## src/rtl/cpu_defs.sv

```systemverilog
// rtl/cpu_defs.sv - shared CPU definitions: fetch state encoding, reset PC, opcodes
package cpu_defs;

    localparam logic [31:0] RESET_PC_DEF = 32'h0000_0000;

    // Bits [3:2] give the phase (00 request, 01 wait), bits [1:0] the byte lane
    typedef enum logic [3:0] {
        ST_REQ0  = 4'd0,
        ST_REQ1  = 4'd1,
        ST_REQ2  = 4'd2,
        ST_REQ3  = 4'd3,
        ST_WAIT0 = 4'd4,
        ST_WAIT1 = 4'd5,
        ST_WAIT2 = 4'd6,
        ST_WAIT3 = 4'd7,
        ST_DONE  = 4'd8
    } fetch_state_e;

    localparam logic [6:0] OPC_LOAD   = 7'b0000011;
    localparam logic [6:0] OPC_STORE  = 7'b0100011;
    localparam logic [6:0] OPC_OP_IMM = 7'b0010011;
    localparam logic [6:0] OPC_OP     = 7'b0110011;
    localparam logic [6:0] OPC_BRANCH = 7'b1100011;
    localparam logic [6:0] OPC_JAL    = 7'b1101111;
    localparam logic [6:0] OPC_JALR   = 7'b1100111;

    function automatic fetch_state_e req_state(input logic [1:0] k);
        return fetch_state_e'({2'b00, k});
    endfunction

    function automatic fetch_state_e wait_state(input logic [1:0] k);
        return fetch_state_e'({2'b01, k});
    endfunction

endpackage

```

## src/rtl/if_fetch.sv

```systemverilog
// rtl/if_fetch.sv - instruction fetch stage assembling 32-bit words from byte-wide memory
module if_fetch
    import cpu_defs::*;
#(
    parameter int                ADDR_W   = 32,
    parameter logic [ADDR_W-1:0] RESET_PC = ADDR_W'(RESET_PC_DEF)
) (
    input  logic              clk,
    input  logic              rst,
    input  logic              stall,
    input  logic              br_e,
    input  logic [ADDR_W-1:0] br_addr,
    output logic              mem_req,
    output logic [ADDR_W-1:0] mem_a,
    input  logic              mem_gnt,
    input  logic [7:0]        mem_din,
    output logic              if_vld,
    output logic [ADDR_W-1:0] if_pc,
    output logic [31:0]       if_is
);

    fetch_state_e      state_q, state_d;
    logic [ADDR_W-1:0] pc_q, pc_d;
    logic [23:0]       buf_q, buf_d;
    logic              if_vld_q, if_vld_d;
    logic [ADDR_W-1:0] if_pc_q, if_pc_d;
    logic [31:0]       if_is_q, if_is_d;

    logic [1:0]        byte_idx;
    logic              in_req, in_wait, in_done;
    logic [ADDR_W-1:0] br_tgt;

    assign byte_idx = state_q[1:0];
    assign in_req   = (state_q[3:2] == 2'b00);
    assign in_wait  = (state_q[3:2] == 2'b01);
    assign in_done  = (state_q == ST_DONE);
    assign br_tgt   = br_addr & ~ADDR_W'(3);

    always_ff @(posedge clk) begin
        if (rst) begin
            state_q  <= ST_REQ0;
            pc_q     <= RESET_PC;
            buf_q    <= '0;
            if_vld_q <= 1'b0;
            if_pc_q  <= '0;
            if_is_q  <= '0;
        end else begin
            state_q  <= state_d;
            pc_q     <= pc_d;
            buf_q    <= buf_d;
            if_vld_q <= if_vld_d;
            if_pc_q  <= if_pc_d;
            if_is_q  <= if_is_d;
        end
    end

    always_comb begin
        state_d = state_q;
        if (br_e) begin
            state_d = ST_REQ0;
        end else if (in_req) begin
            if (mem_gnt) state_d = wait_state(byte_idx);
        end else if (in_wait) begin
            state_d = (byte_idx == 2'd3) ? ST_DONE : req_state(byte_idx + 2'd1);
        end else if (in_done) begin
            if (!stall) state_d = ST_REQ0;
        end else begin
            state_d = ST_REQ0;
        end
    end

    // A redirect discards any partial word; the byte landing next cycle meets REQ0 and is dropped
    always_comb begin
        pc_d     = pc_q;
        buf_d    = buf_q;
        if_vld_d = if_vld_q;
        if_pc_d  = if_pc_q;
        if_is_d  = if_is_q;
        if (br_e) begin
            pc_d     = br_tgt;
            buf_d    = '0;
            if_vld_d = 1'b0;
            if_is_d  = '0;
        end else if (in_wait) begin
            case (byte_idx)
                2'd0: buf_d[7:0]   = mem_din;
                2'd1: buf_d[15:8]  = mem_din;
                2'd2: buf_d[23:16] = mem_din;
                default: begin
                    if_is_d  = {mem_din, buf_q};
                    if_pc_d  = pc_q + ADDR_W'(4);
                    if_vld_d = 1'b1;
                end
            endcase
        end else if (in_done && !stall) begin
            pc_d     = pc_q + ADDR_W'(4);
            if_vld_d = 1'b0;
            if_is_d  = '0;
        end
    end

    // Request is a pure function of state, gated so nothing goes out during reset
    always_comb begin
        mem_req = 1'b0;
        mem_a   = '0;
        if (!rst && in_req) begin
            mem_req = 1'b1;
            mem_a   = pc_q + ADDR_W'(byte_idx);
        end
    end

    assign if_vld = if_vld_q;
    assign if_pc  = if_pc_q;
    assign if_is  = if_is_q;

endmodule

```

## config.mk

```make
export PLATFORM = sky130hd
export DESIGN_NAME = if_fetch
export DESIGN_NICKNAME = d
export VERILOG_FILES = /design/src/rtl/cpu_defs.sv /design/src/rtl/if_fetch.sv
export SDC_FILE = /design/constraint.sdc
export NUM_CORES = 1
export LEC_CHECK = 0
export BUFFER_PORTS_ARGS = -buffer_cell sky130_fd_sc_hd__buf_2
export CELL_PAD_IN_SITES_DETAIL_PLACEMENT = 0
export CELL_PAD_IN_SITES_GLOBAL_PLACEMENT = 1
export CORE_UTILIZATION = 39
export CTS_CLUSTER_DIAMETER = 30
export DETAILED_ROUTE_END_ITERATION = 8
export PLACE_DENSITY = 0.83
export SLEW_MARGIN = 0
export SYNTH_ARGS = -nofsm -noshare
export SYNTH_HDL_FRONTEND = slang
export SYNTH_SLANG_ARGS = --single-unit
```

## constraint.sdc

```tcl
create_clock -name clk -period 2.99 [get_ports clk]
set_clock_uncertainty 0.15 [all_clocks]
set_input_delay 0.1495 -clock clk [delete_from_list [all_inputs] [get_ports clk]]
set_output_delay 0.1495 -clock clk [all_outputs]
set_load 0.03 [all_outputs]
```

**After elaboration in Yosys (flattened, before gate mapping)**

Index checks and enable logic that the tools add are counted.

- Word-level logic and storage cells: 63
- Register bits: 125
- Input bits: 45
- Output and inout bits: 98

- Equality and inequality tests: 10
- Bitwise logic cells: 4
- Muxes and demuxes: 17
- Add/subtract/negate cells: 3
- Reductions and logical operators: 19

Operators by type and width:

| kind | number |
|---|---|
| 2-to-1 mux 32 bit | 7 |
| adder 32 x 2 -> 32 bit | 1 |
| adder 32 x 3 -> 32 bit (second input constant) | 1 |
| 2-to-1 mux 4 bit | 6 |
| AND reduction 2 bit | 8 |
| inequality test 2 bit (second input constant) | 3 |
| equality test 2 x 1 -> 1 bit (second input constant) | 2 |
| equality test 2 bit (second input constant) | 2 |
| equality test 4 bit (second input constant) | 1 |
| logical NOT 2 bit | 2 |
| 2-to-1 mux 1 bit | 4 |
| inequality test 4 bit (second input constant) | 1 |
| NOT 1 bit | 4 |
| nonzero test 2 bit | 2 |
| inequality test 3 bit (second input constant) | 1 |
| AND reduction 3 bit | 1 |
| OR reduction 3 bit | 1 |
| adder 2 x 1 -> 2 bit (second input constant) | 1 |
| logical AND 1 bit | 2 |
| logical NOT 1 bit | 2 |
| OR reduction 2 bit | 1 |

**Logic depth before layout (Yosys ltp)**

- Depth in word-level cells: 5
- Mapped depth: 9

**Least setup slack after synthesis**

OpenSTA, ideal clock, no wires.

- Kind: reg-to-reg
- Start: reg pc_q[22]
- End: reg pc_q[31]
- Setup slack: 0.887 ns
- Stages on the path, launching flop included: 7
- Library setup time: 0.073 ns
- Arrival time: 1.879 ns
- Cells stage by stage: dfxtp_1 > buf_2 > nand3_2 > or3_4 > or3_4 > or4_4 > o211ai_2

- Word-level cells in the longest chain between the ends: 4

Ends and longest elaborated chain:

| element | RTL line | source |
|---|---|---|
| start, declared | if_fetch.sv:23 | `logic [ADDR_W-1:0] pc_q, pc_d;` |
| start signal, assigned | if_fetch.sv:49 | `pc_q <= pc_d;` |
| adder 32 x 3 -> 32 bit | if_fetch.sv:96 | `pc_d = pc_q + ADDR_W'(4);` |
| 2-to-1 mux 32 bit | if_fetch.sv:95 | `end else if (in_done && !stall) begin` |
| 2-to-1 mux 32 bit | if_fetch.sv:84 | `end else if (in_wait) begin` |
| 2-to-1 mux 32 bit | if_fetch.sv:79 | `if (br_e) begin` |

No other way between the ends. The select of a mux whose other input is x is not followed.
A chain may end at the register's enable or synchronous reset.

**Final worst setup path**

- Start: reg state_q[0]
- End: reg pc_q[7]

- Word-level cells in the longest chain between the ends: 4

Ends and longest elaborated chain:

| element | RTL line | source |
|---|---|---|
| start, declared | if_fetch.sv:22 | `fetch_state_e state_q, state_d;` |
| start signal, assigned | if_fetch.sv:48 | `state_q <= state_d;` |
| equality test 4 bit | if_fetch.sv:36 | `assign in_done = (state_q == ST_DONE);` |
| logical AND 1 bit | if_fetch.sv:95 |  |
| nonzero test 2 bit (no line) | n/a |  |
| AND reduction 2 bit (no line) | n/a |  |

No other way between the ends.

==> qor.csv <==
stage,metric,value,unit
global_routing,grt_max_degree,47,
synthesis,synth_edf_count,0,
final_layout,layout.nets,890,
die,die_w,122,µm
worst_setup_path,crit_buf_inv,2,
routing,vias,5485,
placement,place_congestion,0.808,
placement,port_buffers,138,
final_layout,drive_above_1_share,0.233,
worst_setup_path,cp-start-kind,flip-flop,
worst_setup_path,cp_slowest_cell,dlygate4sd3_1,
synthesis,synth_mux_area_frac,0.00357,
global_routing,grt_pass1_wl,25500,µm
routing,drc,0,
timing,rsz0062_at_grt,no,
die,num_rows,43,
timing,drv_slew,0,
synthesis,synth_cells,691,
global_routing,antenna_found_initial,0,
worst_setup_path,crit_required,3.20,ns
global_routing,grt_pass1_vias,5064,
job,drv_cap,0,
timing,period_minus_slack,2.74,ns
synthesis,synthArstFlopShare,0,
global_routing,grt.total_usage,0.221,
synthesis,yosysSeqAreaShare,0.432,
clock_tree,cts_max_path_buffers,2,
timing,slew_headroom,0.628,
synthesis,ys.flop_type,dfxtp_1,
timing,finalCritPeriodShare,0.917,
synthesis,yosysTopAreaCellShare,0.432,
worst_setup_path,crit_type,reg2reg,
pwr,p_leak,2.84,nW
synthesis,yosysTopAreaCell,dfxtp_1,
final_layout,utilization,0.529,
synthesis,synth_adder_area_share,0.0112,
hold_path,worstHoldStart,stall,
timing,fmax,0.365,GHz
clock_tree,clock_latency,0.42,ns
worst_setup_path,worstPathCellList,inv_1 -> ha_1 -> and4bb_2 -> nand3_1 -> xnor2_1 -> nand2_1 -> a21oi_1 -> dlygate4sd3_1,
worst_setup_path,end_kind,flip-flop,
die,num_io_pins,143,
clock_tree,htree_num_levels,4,
pwr,ir_worst_vdd,0.378,mV
worst_setup_path,crit_family,simple AND/OR/NAND/NOR gates,
synthesis,avgSynthCellArea,8.12,µm²
worst_setup_path,crit_start,state_q[0],
clock_tree,cts_resized,0,
timing,final_hold_viol_count,0,
routing,first_pass_iters,7,
synthesis,synthTopCellsByArea,"dfxtp_1 43%, nor2_1 6.4%, xnor2_1 5.3%",
routing,antenna_left,0,
clock_tree,path_clk_slew,0.06,ns
clock_tree,postCtsSetupBuffers,0,
hold_path,hold_class,in2reg,
synthesis,synth.distinct_cells,47,
clock_tree,cts.sink_count,121,
timing,setup-violations-final,0,
clock_tree,cts_tree,yes,
clock_tree,cts_inserted_buffers,17,
worst_setup_path,rr_startpoint,state_q[0],
routing,dr.first_iter.drc_count,275,
die,die_area,14900,µm²
die,die_h,122,µm
synthesis,ys_ff_latch,121,
final_layout,diodes,0,
worst_setup_path,crit_fanout,13,
die,design.core.area,13900,µm²
routing,wl,15900,µm
clock_tree,ctsRootBufferMaster,clkbuf_16,
timing,worstMarginPinSlew,0.557,ns
synthesis,synth_top_family_by_area,simple AND/OR/NAND/NOR gates,
synthesis,synth_area,5610,µm²
final_layout,fillCellCount,1345,
die,initial_core_util,0.403,
routing,vias_per_cell,5.31,
final_layout,area_delta_synth_final,31.4,%
worst_setup_path,cpPeakStageDelay,0.56,ns
timing,finalSetupTns,0,ns
outcome,status,finished clean,
synthesis,yosysWarnings,0,
pwr,powerDensity,526,nW/µm²
synthesis,synth_compound_area_frac,0.162,
routing,wl_per_cell,15.4,µm
worst_setup_path,arrival,2.96,ns
synthesis,synth_xor_area_frac,0.0656,
synthesis,synth-simple-area-share,0.273,
placement,hpwl,10600,µm
global_routing,grt-ovfl-total,0,
cells in the final DEF (no fill, tap or decap), types with 17 or more instances in the layout:
| cell type | netlist | routed |
|---|---|---|
| xnor2_1 | 34 | 34 |
| dlygate4sd3_1 | 0 | 45 |
| nand3_1 | 39 | 39 |
| a211oi_1 | 34 | 34 |
| a21oi_1 | 44 | 44 |
| and2_1 | 32 | 31 |
| clkbuf_16 | 0 | 17 |
| dfxtp_1 | 121 | 121 |
| buf_2 | 17 | 138 |
| a22oi_1 | 32 | 32 |
| nor2_1 | 96 | 95 |
| nand2_1 | 69 | 69 |
registers in the layout, indices dropped and copies added (netlist names):
register,flops
if_is,32
buf_q,24
if_pc,30
if_vld,1
pc_q,30
state_q,4
repair_timing:
| action | in CTS | in global routing |
|---|---|---|
| endpoints found under the hold margin | 65 | 0 |
| hold buffers | 45 | 0 |
| setup endpoints to repair | 0 | 0 |
cell families (layout without fill, tap and decap cells):
family | Yosys count | after routing
flops | 121 | 121
simple gates | 310 | 310
compound gates | 139 | 139
xor+xnor | 42 | 42
mux | 2 | 2
other cells | 1 | 2
buf+inv | 71 | 232
fa+ha+maj | 5 | 5
area by class of cell:
type,count,area (µm²),share of cell area
clock buffers,18,429,0.0582
clock inverters,14,115,0.0156
inverters,4,15.0,0.00204
multi-input cells,500,2900,0.394
flip-flops and latches,121,2420,0.328
well taps,180,225,0.0305
repair buffers,196,1260,0.171
per-stage QoR:
step	power (mW)	setup slack, ns	std cells	cell area, µm²	hold slack, ns
2_1_floorplan	1.89	0.887	692	5610	0.142
3_3_place_gp	1.98	0.523	956	6380	0.246
3_5_place_dp	1.99	0.430	956	6380	0.249
4_1_cts	3.91	0.281	1033	7370	0.0209
5_1_grt	4.01	0.000809	1033	7370	0.0444
6_report	3.88	0.248	1033	7370	0.0343
Yosys cell counts (all sizes together), types with 2 or more instances:
cell type and n:
o22ai 3, nand2 71, nor3b 2, buf 23, xor2 8, a211oi 34, dfxtp 121, a21oi 44
and2 33, nor3 13, and4 4, nor2 96, o21a 2, a22oi 32, o21ai 13, a31oi 2
or4 2, clkbuf 44, ha 5, nand3 40, nor4 16, mux2i 2, nand4 10, a311oi 7
inv 4, or3 12, xnor2 34, and3 6
final timing paths:
kind | to | slack (ns) | depth (start not counted)
worst max-delay path | pc_q[7] | 0.25 | 8
worst min-delay path | state_q[0] | 0.03 | 5
worst max register to register | pc_q[7] | 0.25 | 8
worst min register to register | buf_q[15] | 0.31 | 2
layer usage:
metal | share of wire | wire [µm] | GRT usage
met5 | 0 | 0 | 0
met1 | 0.45 | 7220 | 0.290
met4 | 0.016 | 262 | 0.0918
met2 | 0.49 | 7740 | 0.347
met3 | 0.045 | 717 | 0.0492
worst register-to-register path, stage by stage (launching register included):
cell and delay (ns):
dfxtp_1 0.36, inv_1 0.10, ha_1 0.39, and4bb_2 0.53
nand3_1 0.15, xnor2_1 0.19, nand2_1 0.08, a21oi_1 0.16
dlygate4sd3_1 0.56
power breakdown:
part / leakage (nW) / switching [mW] / total, mW / internal [mW]
sequential: 0.981 / 0.0557 / 1.70 / 1.64
combinational: 1.60 / 0.166 / 0.301 / 0.135
clock: 0.258 / 0.810 / 1.88 / 1.07
total: 2.84 / 1.03 / 3.88 / 2.85
No activity file was read; power rests on OpenSTA's default activity.
